<file path="src/rtl/fb_pkg.sv">
// fb_pkg: shared framebuffer geometry, address width and arbiter FSM state type
package fb_pkg;
  localparam int H_ACTIVE = 640;
  localparam int V_ACTIVE = 480;
  localparam int FB_DEPTH = H_ACTIVE * V_ACTIVE;
  localparam int ADDR_W = 19;
  localparam int PIXEL_W = 24;
  typedef enum logic {IDLE, CLEAR} fb_state_t;
endpackage

</file>
<file path="src/rtl/framebuffer_arbiter_if.sv">
// framebuffer_arbiter_if: scan-out, draw, clear and memory signals of the framebuffer arbiter
// slave: arbiter view (scan-out/draw/clear requests and read data in; pixels, ready, busy, memory port out)
// master: environment view (mirror of slave)
interface framebuffer_arbiter_if #(
  parameter int ADDR_W = fb_pkg::ADDR_W,
  parameter int PIXEL_W = fb_pkg::PIXEL_W
);
  logic vga_req_i;
  logic [9:0] vga_x_i;
  logic [9:0] vga_y_i;
  logic vga_valid_o;
  logic [7:0] vga_red_o;
  logic [7:0] vga_green_o;
  logic [7:0] vga_blue_o;
  logic wr_valid_i;
  logic wr_ready_o;
  logic [9:0] wr_x_i;
  logic [9:0] wr_y_i;
  logic [PIXEL_W-1:0] wr_color_i;
  logic clear_i;
  logic [PIXEL_W-1:0] clear_color_i;
  logic clear_busy_o;
  logic [ADDR_W-1:0] mem_addr_o;
  logic mem_we_o;
  logic [PIXEL_W-1:0] mem_wdata_o;
  logic [PIXEL_W-1:0] mem_rdata_i;
  modport slave (
    input vga_req_i, vga_x_i, vga_y_i, wr_valid_i, wr_x_i, wr_y_i, wr_color_i,
    input clear_i, clear_color_i, mem_rdata_i,
    output vga_valid_o, vga_red_o, vga_green_o, vga_blue_o, wr_ready_o, clear_busy_o,
    output mem_addr_o, mem_we_o, mem_wdata_o
  );
  modport master (
    output vga_req_i, vga_x_i, vga_y_i, wr_valid_i, wr_x_i, wr_y_i, wr_color_i,
    output clear_i, clear_color_i, mem_rdata_i,
    input vga_valid_o, vga_red_o, vga_green_o, vga_blue_o, wr_ready_o, clear_busy_o,
    input mem_addr_o, mem_we_o, mem_wdata_o
  );
endinterface

</file>
<file path="src/rtl/fb_addr_calc.sv">
// fb_addr_calc: combinational pixel (x,y) to framebuffer word address plus range check
// x, y in: pixel coordinate; addr out: y*640+x; in_range out: x<H_ACTIVE && y<V_ACTIVE
module fb_addr_calc #(
  parameter int H_ACTIVE = fb_pkg::H_ACTIVE,
  parameter int V_ACTIVE = fb_pkg::V_ACTIVE,
  parameter int ADDR_W = fb_pkg::ADDR_W
) (
  input  logic [9:0]        x,
  input  logic [9:0]        y,
  output logic [ADDR_W-1:0] addr,
  output logic              in_range
);
  localparam logic [9:0] X_LIM = 10'(H_ACTIVE);
  localparam logic [9:0] Y_LIM = 10'(V_ACTIVE);
  // y*640 as two shifts: 512 + 128
  assign addr = (ADDR_W'(y) << 9) + (ADDR_W'(y) << 7) + ADDR_W'(x);
  assign in_range = x < X_LIM && y < Y_LIM;
endmodule

</file>
<file path="src/rtl/framebuffer_arbiter.sv">
// framebuffer_arbiter: single-port framebuffer arbiter for scan-out reads, clear sweep and draw writes
// clock_i/reset_i: clock and async active-low reset
// fb (slave): scan-out fetch (3-cycle latency), draw write handshake, clear command/busy, memory port
module framebuffer_arbiter #(
  parameter int H_ACTIVE = fb_pkg::H_ACTIVE,
  parameter int V_ACTIVE = fb_pkg::V_ACTIVE,
  parameter int ADDR_W = fb_pkg::ADDR_W,
  parameter int PIXEL_W = fb_pkg::PIXEL_W
) (
  input logic clock_i,
  input logic reset_i,
  framebuffer_arbiter_if.slave fb
);
  import fb_pkg::*;
  localparam logic [ADDR_W-1:0] LAST = ADDR_W'(H_ACTIVE * V_ACTIVE - 1);
  fb_state_t state, state_nxt;
  logic [ADDR_W-1:0] clear_addr, clear_addr_nxt, vga_addr, wr_addr, addr_q, addr_nxt;
  logic [PIXEL_W-1:0] clear_color, clear_color_nxt, wdata_q, wdata_nxt, rgb_q;
  logic vga_in, wr_in, we_q, we_nxt, wr_ready;
  logic p1_valid, p1_in, p2_valid, p2_in, valid_q;
  fb_addr_calc #(.H_ACTIVE(H_ACTIVE), .V_ACTIVE(V_ACTIVE), .ADDR_W(ADDR_W)) u_vga_addr (
    .x(fb.vga_x_i), .y(fb.vga_y_i), .addr(vga_addr), .in_range(vga_in)
  );
  fb_addr_calc #(.H_ACTIVE(H_ACTIVE), .V_ACTIVE(V_ACTIVE), .ADDR_W(ADDR_W)) u_wr_addr (
    .x(fb.wr_x_i), .y(fb.wr_y_i), .addr(wr_addr), .in_range(wr_in)
  );
  // reset_i is in the term so ready drops combinationally while reset is held
  assign wr_ready = state == IDLE && !fb.vga_req_i && reset_i;
  // one memory slot per cycle: scan-out, then clear sweep, then draw write
  always_comb begin
    state_nxt = state;
    clear_addr_nxt = clear_addr;
    clear_color_nxt = clear_color;
    addr_nxt = addr_q;
    we_nxt = 1'b0;
    wdata_nxt = wdata_q;
    if (fb.vga_req_i) begin
      addr_nxt = vga_addr;
    end else if (state == CLEAR) begin
      addr_nxt = clear_addr;
      we_nxt = 1'b1;
      wdata_nxt = clear_color;
      clear_addr_nxt = clear_addr + 1'b1;
      state_nxt = clear_addr == LAST ? IDLE : CLEAR;
    end else if (fb.wr_valid_i && wr_ready && wr_in) begin
      addr_nxt = wr_addr;
      we_nxt = 1'b1;
      wdata_nxt = fb.wr_color_i;
    end
    // a clear command may coincide with an accepted draw write; the sweep starts next cycle
    if (state == IDLE && fb.clear_i) begin
      state_nxt = CLEAR;
      clear_addr_nxt = '0;
      clear_color_nxt = fb.clear_color_i;
    end
  end
  always_ff @(posedge clock_i or negedge reset_i) begin
    if (!reset_i) begin
      state <= IDLE;
      clear_addr <= '0;
      clear_color <= '0;
      addr_q <= '0;
      we_q <= 1'b0;
      wdata_q <= '0;
      p1_valid <= 1'b0;
      p1_in <= 1'b0;
      p2_valid <= 1'b0;
      p2_in <= 1'b0;
      valid_q <= 1'b0;
      rgb_q <= '0;
    end else begin
      state <= state_nxt;
      clear_addr <= clear_addr_nxt;
      clear_color <= clear_color_nxt;
      addr_q <= addr_nxt;
      we_q <= we_nxt;
      wdata_q <= wdata_nxt;
      p1_valid <= fb.vga_req_i;
      p1_in <= vga_in;
      p2_valid <= p1_valid;
      p2_in <= p1_in;
      valid_q <= p2_valid;
      rgb_q <= p2_in ? fb.mem_rdata_i : '0;
    end
  end
  assign fb.wr_ready_o = wr_ready;
  assign fb.clear_busy_o = state == CLEAR;
  assign fb.mem_addr_o = addr_q;
  assign fb.mem_we_o = we_q;
  assign fb.mem_wdata_o = wdata_q;
  assign fb.vga_valid_o = valid_q;
  assign fb.vga_red_o = rgb_q[23:16];
  assign fb.vga_green_o = rgb_q[15:8];
  assign fb.vga_blue_o = rgb_q[7:0];
endmodule
</file>
<file path="src/flat_wrapper.sv">
// flat-port wrapper written by rule: the top's interface ports become plain ports
module framebuffer_arbiter_flat import fb_pkg::*;
#(
  parameter int H_ACTIVE = fb_pkg::H_ACTIVE,
  parameter int V_ACTIVE = fb_pkg::V_ACTIVE,
  parameter int ADDR_W = fb_pkg::ADDR_W,
  parameter int PIXEL_W = fb_pkg::PIXEL_W
)
  (clock_i, reset_i, fb_vga_req_i, fb_vga_x_i, fb_vga_y_i, fb_wr_valid_i, fb_wr_x_i, fb_wr_y_i, fb_wr_color_i, fb_clear_i, fb_clear_color_i, fb_mem_rdata_i, fb_vga_valid_o, fb_vga_red_o, fb_vga_green_o, fb_vga_blue_o, fb_wr_ready_o, fb_clear_busy_o, fb_mem_addr_o, fb_mem_we_o, fb_mem_wdata_o);
  framebuffer_arbiter_if #(.ADDR_W(ADDR_W), .PIXEL_W(PIXEL_W)) fb_i ();
  input logic clock_i;
  input logic reset_i;
  input wire logic [$bits(fb_i.vga_req_i)-1:0] fb_vga_req_i;
  input wire logic [$bits(fb_i.vga_x_i)-1:0] fb_vga_x_i;
  input wire logic [$bits(fb_i.vga_y_i)-1:0] fb_vga_y_i;
  input wire logic [$bits(fb_i.wr_valid_i)-1:0] fb_wr_valid_i;
  input wire logic [$bits(fb_i.wr_x_i)-1:0] fb_wr_x_i;
  input wire logic [$bits(fb_i.wr_y_i)-1:0] fb_wr_y_i;
  input wire logic [$bits(fb_i.wr_color_i)-1:0] fb_wr_color_i;
  input wire logic [$bits(fb_i.clear_i)-1:0] fb_clear_i;
  input wire logic [$bits(fb_i.clear_color_i)-1:0] fb_clear_color_i;
  input wire logic [$bits(fb_i.mem_rdata_i)-1:0] fb_mem_rdata_i;
  output wire logic [$bits(fb_i.vga_valid_o)-1:0] fb_vga_valid_o;
  output wire logic [$bits(fb_i.vga_red_o)-1:0] fb_vga_red_o;
  output wire logic [$bits(fb_i.vga_green_o)-1:0] fb_vga_green_o;
  output wire logic [$bits(fb_i.vga_blue_o)-1:0] fb_vga_blue_o;
  output wire logic [$bits(fb_i.wr_ready_o)-1:0] fb_wr_ready_o;
  output wire logic [$bits(fb_i.clear_busy_o)-1:0] fb_clear_busy_o;
  output wire logic [$bits(fb_i.mem_addr_o)-1:0] fb_mem_addr_o;
  output wire logic [$bits(fb_i.mem_we_o)-1:0] fb_mem_we_o;
  output wire logic [$bits(fb_i.mem_wdata_o)-1:0] fb_mem_wdata_o;
  assign fb_i.vga_req_i = fb_vga_req_i;
  assign fb_i.vga_x_i = fb_vga_x_i;
  assign fb_i.vga_y_i = fb_vga_y_i;
  assign fb_i.wr_valid_i = fb_wr_valid_i;
  assign fb_i.wr_x_i = fb_wr_x_i;
  assign fb_i.wr_y_i = fb_wr_y_i;
  assign fb_i.wr_color_i = fb_wr_color_i;
  assign fb_i.clear_i = fb_clear_i;
  assign fb_i.clear_color_i = fb_clear_color_i;
  assign fb_i.mem_rdata_i = fb_mem_rdata_i;
  assign fb_vga_valid_o = fb_i.vga_valid_o;
  assign fb_vga_red_o = fb_i.vga_red_o;
  assign fb_vga_green_o = fb_i.vga_green_o;
  assign fb_vga_blue_o = fb_i.vga_blue_o;
  assign fb_wr_ready_o = fb_i.wr_ready_o;
  assign fb_clear_busy_o = fb_i.clear_busy_o;
  assign fb_mem_addr_o = fb_i.mem_addr_o;
  assign fb_mem_we_o = fb_i.mem_we_o;
  assign fb_mem_wdata_o = fb_i.mem_wdata_o;
  framebuffer_arbiter #(.H_ACTIVE(H_ACTIVE), .V_ACTIVE(V_ACTIVE), .ADDR_W(ADDR_W), .PIXEL_W(PIXEL_W)) u_core (.clock_i(clock_i), .reset_i(reset_i), .fb(fb_i));
endmodule
</file>
<file path="config.mk">
export PLATFORM = sky130hd
export DESIGN_NAME = framebuffer_arbiter_flat
export DESIGN_NICKNAME = d
export VERILOG_FILES = /design/src/rtl/fb_pkg.sv /design/src/rtl/framebuffer_arbiter_if.sv /design/src/rtl/fb_addr_calc.sv /design/src/rtl/framebuffer_arbiter.sv /design/src/flat_wrapper.sv
export SDC_FILE = /design/constraint.sdc
export NUM_CORES = 1
export LEC_CHECK = 0
export ABC_CLOCK_PERIOD_IN_PS = 5010
export CORE_MARGIN = 2
export CORE_UTILIZATION = 50
export CTS_CLUSTER_SIZE = 8
export DETAILED_ROUTE_END_ITERATION = 12
export PLACE_DENSITY = 0.84
export SLEW_MARGIN = 20
export SYNTH_ARGS = -nofsm -noshare
export SYNTH_HDL_FRONTEND = slang
export SYNTH_SLANG_ARGS = --single-unit
</file>
<file path="constraint.sdc">
create_clock -name clock_i -period 5.01 [get_ports clock_i]
set_input_delay 1.002 -clock clock_i [delete_from_list [all_inputs] [get_ports clock_i]]
set_output_delay 1.002 -clock clock_i [all_outputs]
set_load 0.1 [all_outputs]
</file>
==> results of run 1 <==
[flip-flops by register name (all words and copies together) (netlist names)]
| signal | flops |
|---|---|
| u_core.fb.vga_valid_o | 1 |
| u_core.p1_in | 1 |
| u_core.fb.mem_addr_o | 19 |
| u_core.clear_addr | 19 |
| u_core.fb.mem_we_o | 1 |
| u_core.rgb_q | 24 |
| u_core.p2_in | 1 |
| u_core.p1_valid | 1 |
| u_core.fb.clear_busy_o | 1 |
| u_core.fb.mem_wdata_o | 24 |
| u_core.p2_valid | 1 |
| u_core.clear_color | 24 |
[kinds of logic after synthesis]
group	after synthesis	synth area share, %
simple gates	253	18.8
compound gates	139	15.0
flops	117	45.9
buf+inv	46	3.61
mux	45	7.07
fa+ha+maj	43	8.91
xor+xnor	5	0.687
[cell type report]
| class | count | area share, % |
|---|---|---|
| sequential | 117 | 32.8 |
| tap | 172 | 2.41 |
| clock buffer | 29 | 6.05 |
| timing repair buffer | 194 | 21.5 |
| multi-input combinational | 485 | 36.0 |
| inverter | 15 | 0.630 |
| clock inverter | 2 | 0.672 |
[worst register-to-register path, cell delays in order (launching register included)]
cell and delay, ns:
dfrtp_2 0.39, buf_4 0.36, or2_4 0.41, nor4_4 0.47
o21a_4 0.65, nor2_1 0.16, a21oi_2 0.15
[worst min path at each step]
stage | depth (start not counted) | startpoint | slack, ns | to
2_1_floorplan | 0 | u_core.p2_valid | 0.33 | u_core.fb.vga_valid_o
3_3_place_gp | 0 | u_core.p2_valid | 0.33 | u_core.fb.vga_valid_o
3_5_place_dp | 0 | u_core.p1_valid | 0.34 | u_core.p2_valid
4_1_cts | 0 | u_core.p2_valid | 0.35 | u_core.fb.vga_valid_o
5_1_grt | 0 | u_core.p2_valid | 0.36 | u_core.fb.vga_valid_o
6_report | 0 | u_core.p2_valid | 0.35 | u_core.fb.vga_valid_o
[metal layers]
layer | vias to the layer above | routed length (um)
met5 | - | 0
met4 | 0 | 350
met3 | 31 | 1210
met2 | 209 | 8770
met1 | 2644 | 7300
li1 | 2633 | -
[layout by cell type, fill, tap and decap left out, drive strengths merged, types with 3 or more instances in the layout]
| cell | count |
|---|---|
| a31o | 3 |
| clkdlybuf4s50 | 185 |
| and3 | 7 |
| dfrtp | 117 |
| a211oi | 9 |
| nor2b | 3 |
| inv | 15 |
| a21oi | 49 |
| mux2i | 45 |
| or3 | 4 |
| buf | 9 |
| and2 | 31 |
| nand4 | 10 |
| o21bai | 4 |
| a31oi | 5 |
| xor2 | 3 |
| or2 | 3 |
| ha | 39 |
| o211ai | 11 |
| nor3 | 3 |
| o31ai | 6 |
| nand3b | 3 |
| nand2 | 111 |
| fa | 4 |
| clkbuf | 29 |
| a21o | 7 |
| o21ai | 33 |
| nand2b | 4 |
| nor2 | 54 |
| nand3 | 12 |
| nor4 | 3 |
[where the power goes]
part / switching, uW / total (uW) / internal, uW / leakage, uW
Combinational: 691 / 1010 / 317 / 0.00245
Clock: 402 / 1220 / 823 / 0.000294
Sequential: 69.6 / 1110 / 1040 / 0.00148
Total: 1160 / 3350 / 2180 / 0.00423
[metrics by stage]
stage | std cells | power, uW
after floorplan | 648 | 1800
after global placement | 983 | 2110
after detailed placement | 983 | 2130
after CTS | 1014 | 3370
after global routing | 1014 | 3480
final | 1014 | 3350
==> results.ini, run 1 <==
[global_route]
grt_busiest_layer = met2
grt.total_usage_pct = 26.4
grt_use_met2_pct = 43.4
antenna_found_initial = 0
grt_overflow = 0
grt_pass1_vias = 5468
gr-usage-met3_pct = 7.11
grt_max_degree = 59
use_met1_pct = 34.1
grt_pass1_wl_um = 27800

[worst_setup_path]
r2r_end = u_core.fb.mem_wdata_o[11]
r2r_cells = 6
worstPathArrival_ns = 2.53
reg2reg_slack_ns = 2.36
crit_fanout = 38
cpMostUsedCell = buf_4
critPathLaunchType = primary input
critPathTopFamily = buffers and inverters
crit_start = fb_vga_req_i
endpoint_kind = primary output
path_depth = 5
path_cells = clkdlybuf4s50_1 > buf_4 > nor2_1 > and2_1 > buf_4
crit_buf_inv = 3
required_ns = 4.01
r2r_start = u_core.fb.clear_busy_o
path_class = primary input to primary output
crit_end = fb_wr_ready_o
slowest_stage = clkdlybuf4s50_1
max_stage_delay_ns = 0.44

[routing]
wirelength_um = 17600
drc = 0
vias = 5517
first_pass_iters = 6
drt_iter0_drc = 374
via_per_inst = 5.44
wire_per_inst_um = 17.4
ant_nets = 0

[die]
core_area_sq_um = 12500
initial_core_util_pct = 50.9
dieArea_sq_um = 13700
die_y_um = 117
die_w_um = 117
io_pins = 188
num_rows = 41

[placed_design]
preCtsSetupSlack_ns = 1.09
place_hpwl_um = 12800
dpl_cell_area_sq_um = 8340
io_buffer_count = 187
place.gp.congestion = 0.904

[sta]
finalMaxSlewViolations = 0
tightest_slew_ns = 1.07
post-route-period-util_pct = 70.4
whs_ns = 0.347
rsz0062_at_grt = false
fin_skew_ns = 0.00981
hold_viol = 0
layout_min_cycle_time_ns = 3.53
slew-limit-headroom_pct = 28.6
finalWorstSetupSlack_ns = 1.48
fmax_ghz = 0.283
setup_violations = 0
setup_tns_ns = 0

[clock_network]
numCtsBuffers = 17
h-tree-depth = 4
cts_setup_buffers = 0
cts_max_path_buffers = 2
cts_tree = built
clock-root-buffer = clkbuf_16
clkSlewWorstSetupHoldPaths_ns = 0.05
holdBufCountCts = 0
clk_latency_ns = 0.41
cts_resized = 0
clock_sinks = 117

[synth]
ys.flop_type = dfrtp_1
synth_nets = 808
yosysUniqueCellTypes = 56
yosysMostFrequentCell = dfrtp_1
ys_seq_area_share_pct = 45.9
ys_warn_count = 0
synth_top_area_share_pct = 45.9
synth_edf_count = 0
synthArstFlopShare_pct = 100
syn_inst = 648
synth.cell_area_sq_um = 6370
yosys-top-cells-area = dfrtp_1, ha_1, mux2i_1
synth-seq-cells = 117
syn_avg_cell_area_sq_um = 9.84
yosys.area.top_type = dfrtp_1
synth.top_cells.by_count = dfrtp_1, nand2_1, nor2_1

[finish]
areaGrowthSynthToFinish_pct = 40.2
ff_latch_area_sq_um = 2930
num_antenna_cells = 0
num-nets-final = 990
layout-drive-gt1-share_pct = 8.79
multi_input_area_sq_um = 3220
post-route-util_pct = 71.4
fin_area_sq_um = 8940
num-fill-cells = 962

[pwr]
ir_worst_vdd_mv = 0.410
p_leak_uw = 0.00423
pwr_density_cell_nw_per_um2 = 374

[outcome]
status = completed

[min_path]
hold_path.class = flop to flop

[run]
maxCapViolCount = 0

Note: power is estimated with default switching activity, not from simulation.
==> run 2: changes to the inputs <==
--- a/config.mk
+++ b/config.mk
@@ -5,12 +5,12 @@
 export SDC_FILE = /design/constraint.sdc
 export NUM_CORES = 1
 export LEC_CHECK = 0
-export ABC_CLOCK_PERIOD_IN_PS = 5010
+export ABC_CLOCK_PERIOD_IN_PS = 2840
 export CORE_MARGIN = 2
-export CORE_UTILIZATION = 50
+export CORE_UTILIZATION = 43
 export CTS_CLUSTER_SIZE = 8
 export DETAILED_ROUTE_END_ITERATION = 12
-export PLACE_DENSITY = 0.84
+export PLACE_DENSITY = 0.77
 export SLEW_MARGIN = 20
 export SYNTH_ARGS = -nofsm -noshare
 export SYNTH_HDL_FRONTEND = slang
==> constraint.sdc (replaced) <==
create_clock -name clock_i -period 2.84 [get_ports clock_i]
set_input_delay 0.568 -clock clock_i [delete_from_list [all_inputs] [get_ports clock_i]]
set_output_delay 0.568 -clock clock_i [all_outputs]
set_load 0.1 [all_outputs]
==> results.ini, run 2 (synthesis results as in run 1) <==
[die]
num_rows = 44
die_w_um = 126
dieArea_sq_um = 15800
die_y_um = 126
io_pins = 188
initial_core_util_pct = 43.9
core_area_sq_um = 14500

[sta]
layout_min_cycle_time_ns = 2.75
rsz0062_at_grt = false
slew-limit-headroom_pct = 54.2
post-route-period-util_pct = 97.0
finalMaxSlewViolations = 0
tightest_slew_ns = 0.687
setup_violations = 0
fin_skew_ns = 0.00578
hold_viol = 0
fmax_ghz = 0.363

[worst_setup_path]
r2r_cells = 5
reg2reg_slack_ns = 0.82
critPathLaunchType = primary input
required_ns = 3.14
path_class = primary input to flop
crit_fanout = 3
endpoint_kind = flop
worstPathArrival_ns = 3.05

[global_route]
grt_max_degree = 55
grt_pass1_wl_um = 28400
antenna_found_initial = 0
grt.total_usage_pct = 22.4
grt_pass1_vias = 5660
grt_overflow = 0

[outcome]
status = completed

[pwr]
pwr_density_cell_nw_per_um2 = 650
ir_worst_vdd_mv = 0.443
p_leak_uw = 0.00459

[placed_design]
io_buffer_count = 187
place_hpwl_um = 12900
dpl_cell_area_sq_um = 8530
place.gp.congestion = 0.865
dp.cells = 1039

[finish]
areaGrowthSynthToFinish_pct = 44.9
final_common_cell = buf_4
num_antenna_cells = 0
layout-drive-gt1-share_pct = 23.2
layout_common_cells = buf_4, dfrtp_1, nand2_1, clkdlybuf4s50_1, nor2_1
num-nets-final = 1035
fin_area_sq_um = 9240
final_cells = 1072

[run]
maxCapViolCount = 0

[clock_network]
clk_latency_ns = 0.41
holdBufCountCts = 0
h-tree-depth = 4
numCtsBuffers = 17
clock-root-buffer = clkbuf_16
clkSlewWorstSetupHoldPaths_ns = 0.06
cts_max_path_buffers = 2
cts_tree = built
clock_sinks = 117

[routing]
first_pass_iters = 5
vias = 5635
ant_nets = 0
wirelength_um = 17600
via_per_inst = 5.26
drc = 0
drt_iter0_drc = 336
wire_per_inst_um = 16.4

[min_path]
hold_path.class = primary input to asynchronous set/reset pin

==> run 2: cell types whose count changed in the layout (fill, tap and decap cells not counted), sizes merged <==
| cell | previous run | this run |
|---|---|---|
| bufinv | 2 | 3 |
| clkbuf | 29 | 18 |
| clkinvlp | 0 | 2 |
| inv | 15 | 19 |
| clkinv | 0 | 5 |
| clkdlybuf4s50 | 185 | 111 |
| dlymetal6s2s | 0 | 3 |
| buf | 9 | 124 |
| dlygate4sd2 | 0 | 1 |
==> run 2: layout make-up <==
cell class                      count  area, sq um
Tap cell                          184          230
Fill cell                        1197         5300
Timing Repair Buffer              239         2110
Clock inverter                     14          173
Clock buffer                       18          439
Multi-Input combinational cell    485         3290
Inverter                           15         56.3
Sequential cell                   117         2930
==> run 2: repair_timing <==
item,4_1_cts,5_1_grt
endpoints found under the setup margin,7,7
setup buffers,1,0
pin swaps,6,11
gates resized for setup,8,10
==> run 2: report_power, final <==
part           leakage (uW)  internal [uW]  switching [uW]
combinational       0.00280            598            1230
clock              0.000297           1410             801
sequential          0.00148           1840             128
total               0.00459           3850            2160
==> run 2: stage by stage <==
step / util [%] / hold WS (ns) / total power [uW] / setup WS [ns] / setup TNS, ns
final: 63.5 / 0.239 / 6010 / 0.0862 / 0
after global routing: 63.5 / 0.253 / 6260 / 0.00740 / 0
after CTS: 63.2 / 0.243 / 6010 / 0.000821 / 0
after detailed placement: 58.7 / 0.335 / 3780 / -0.581 / -3.74
after global placement: 58.7 / 0.332 / 3750 / -0.559 / -3.49
after floorplan: - / 0.272 / 3180 / 0.0968 / 0
==> run 2: per-layer routing <==
metal	share of wire, %	global-route usage [%]
met1	43	28.0
met2	48	37.7
met3	6.2	6.24
met4	2.3	7.30
met5	0	0
==> run 2: worst max-delay path, cell delays in order <==
cell	delay (ns)
clkdlybuf4s50_1	0.47
inv_1	0.06
fa_1	0.54
inv_2	0.07
ha_4	0.25
a211oi_4	0.27
o211ai_1	0.17
and4b_1	0.22
a211oi_2	0.18
a21bo_2	0.24
==> run 2: worst paths after layout <==
kind | from | endpoint
min in group clock_i | u_core.p1_in | u_core.p2_in
max | fb_vga_x_i[9] | u_core.fb.mem_addr_o[15]
min | reset_i | u_core.fb.mem_addr_o[4]
min reg2reg | u_core.p1_in | u_core.p2_in
max reg2reg | u_core.fb.clear_busy_o | u_core.clear_addr[13]
max in group asynchronous | reset_i | u_core.clear_color[1]
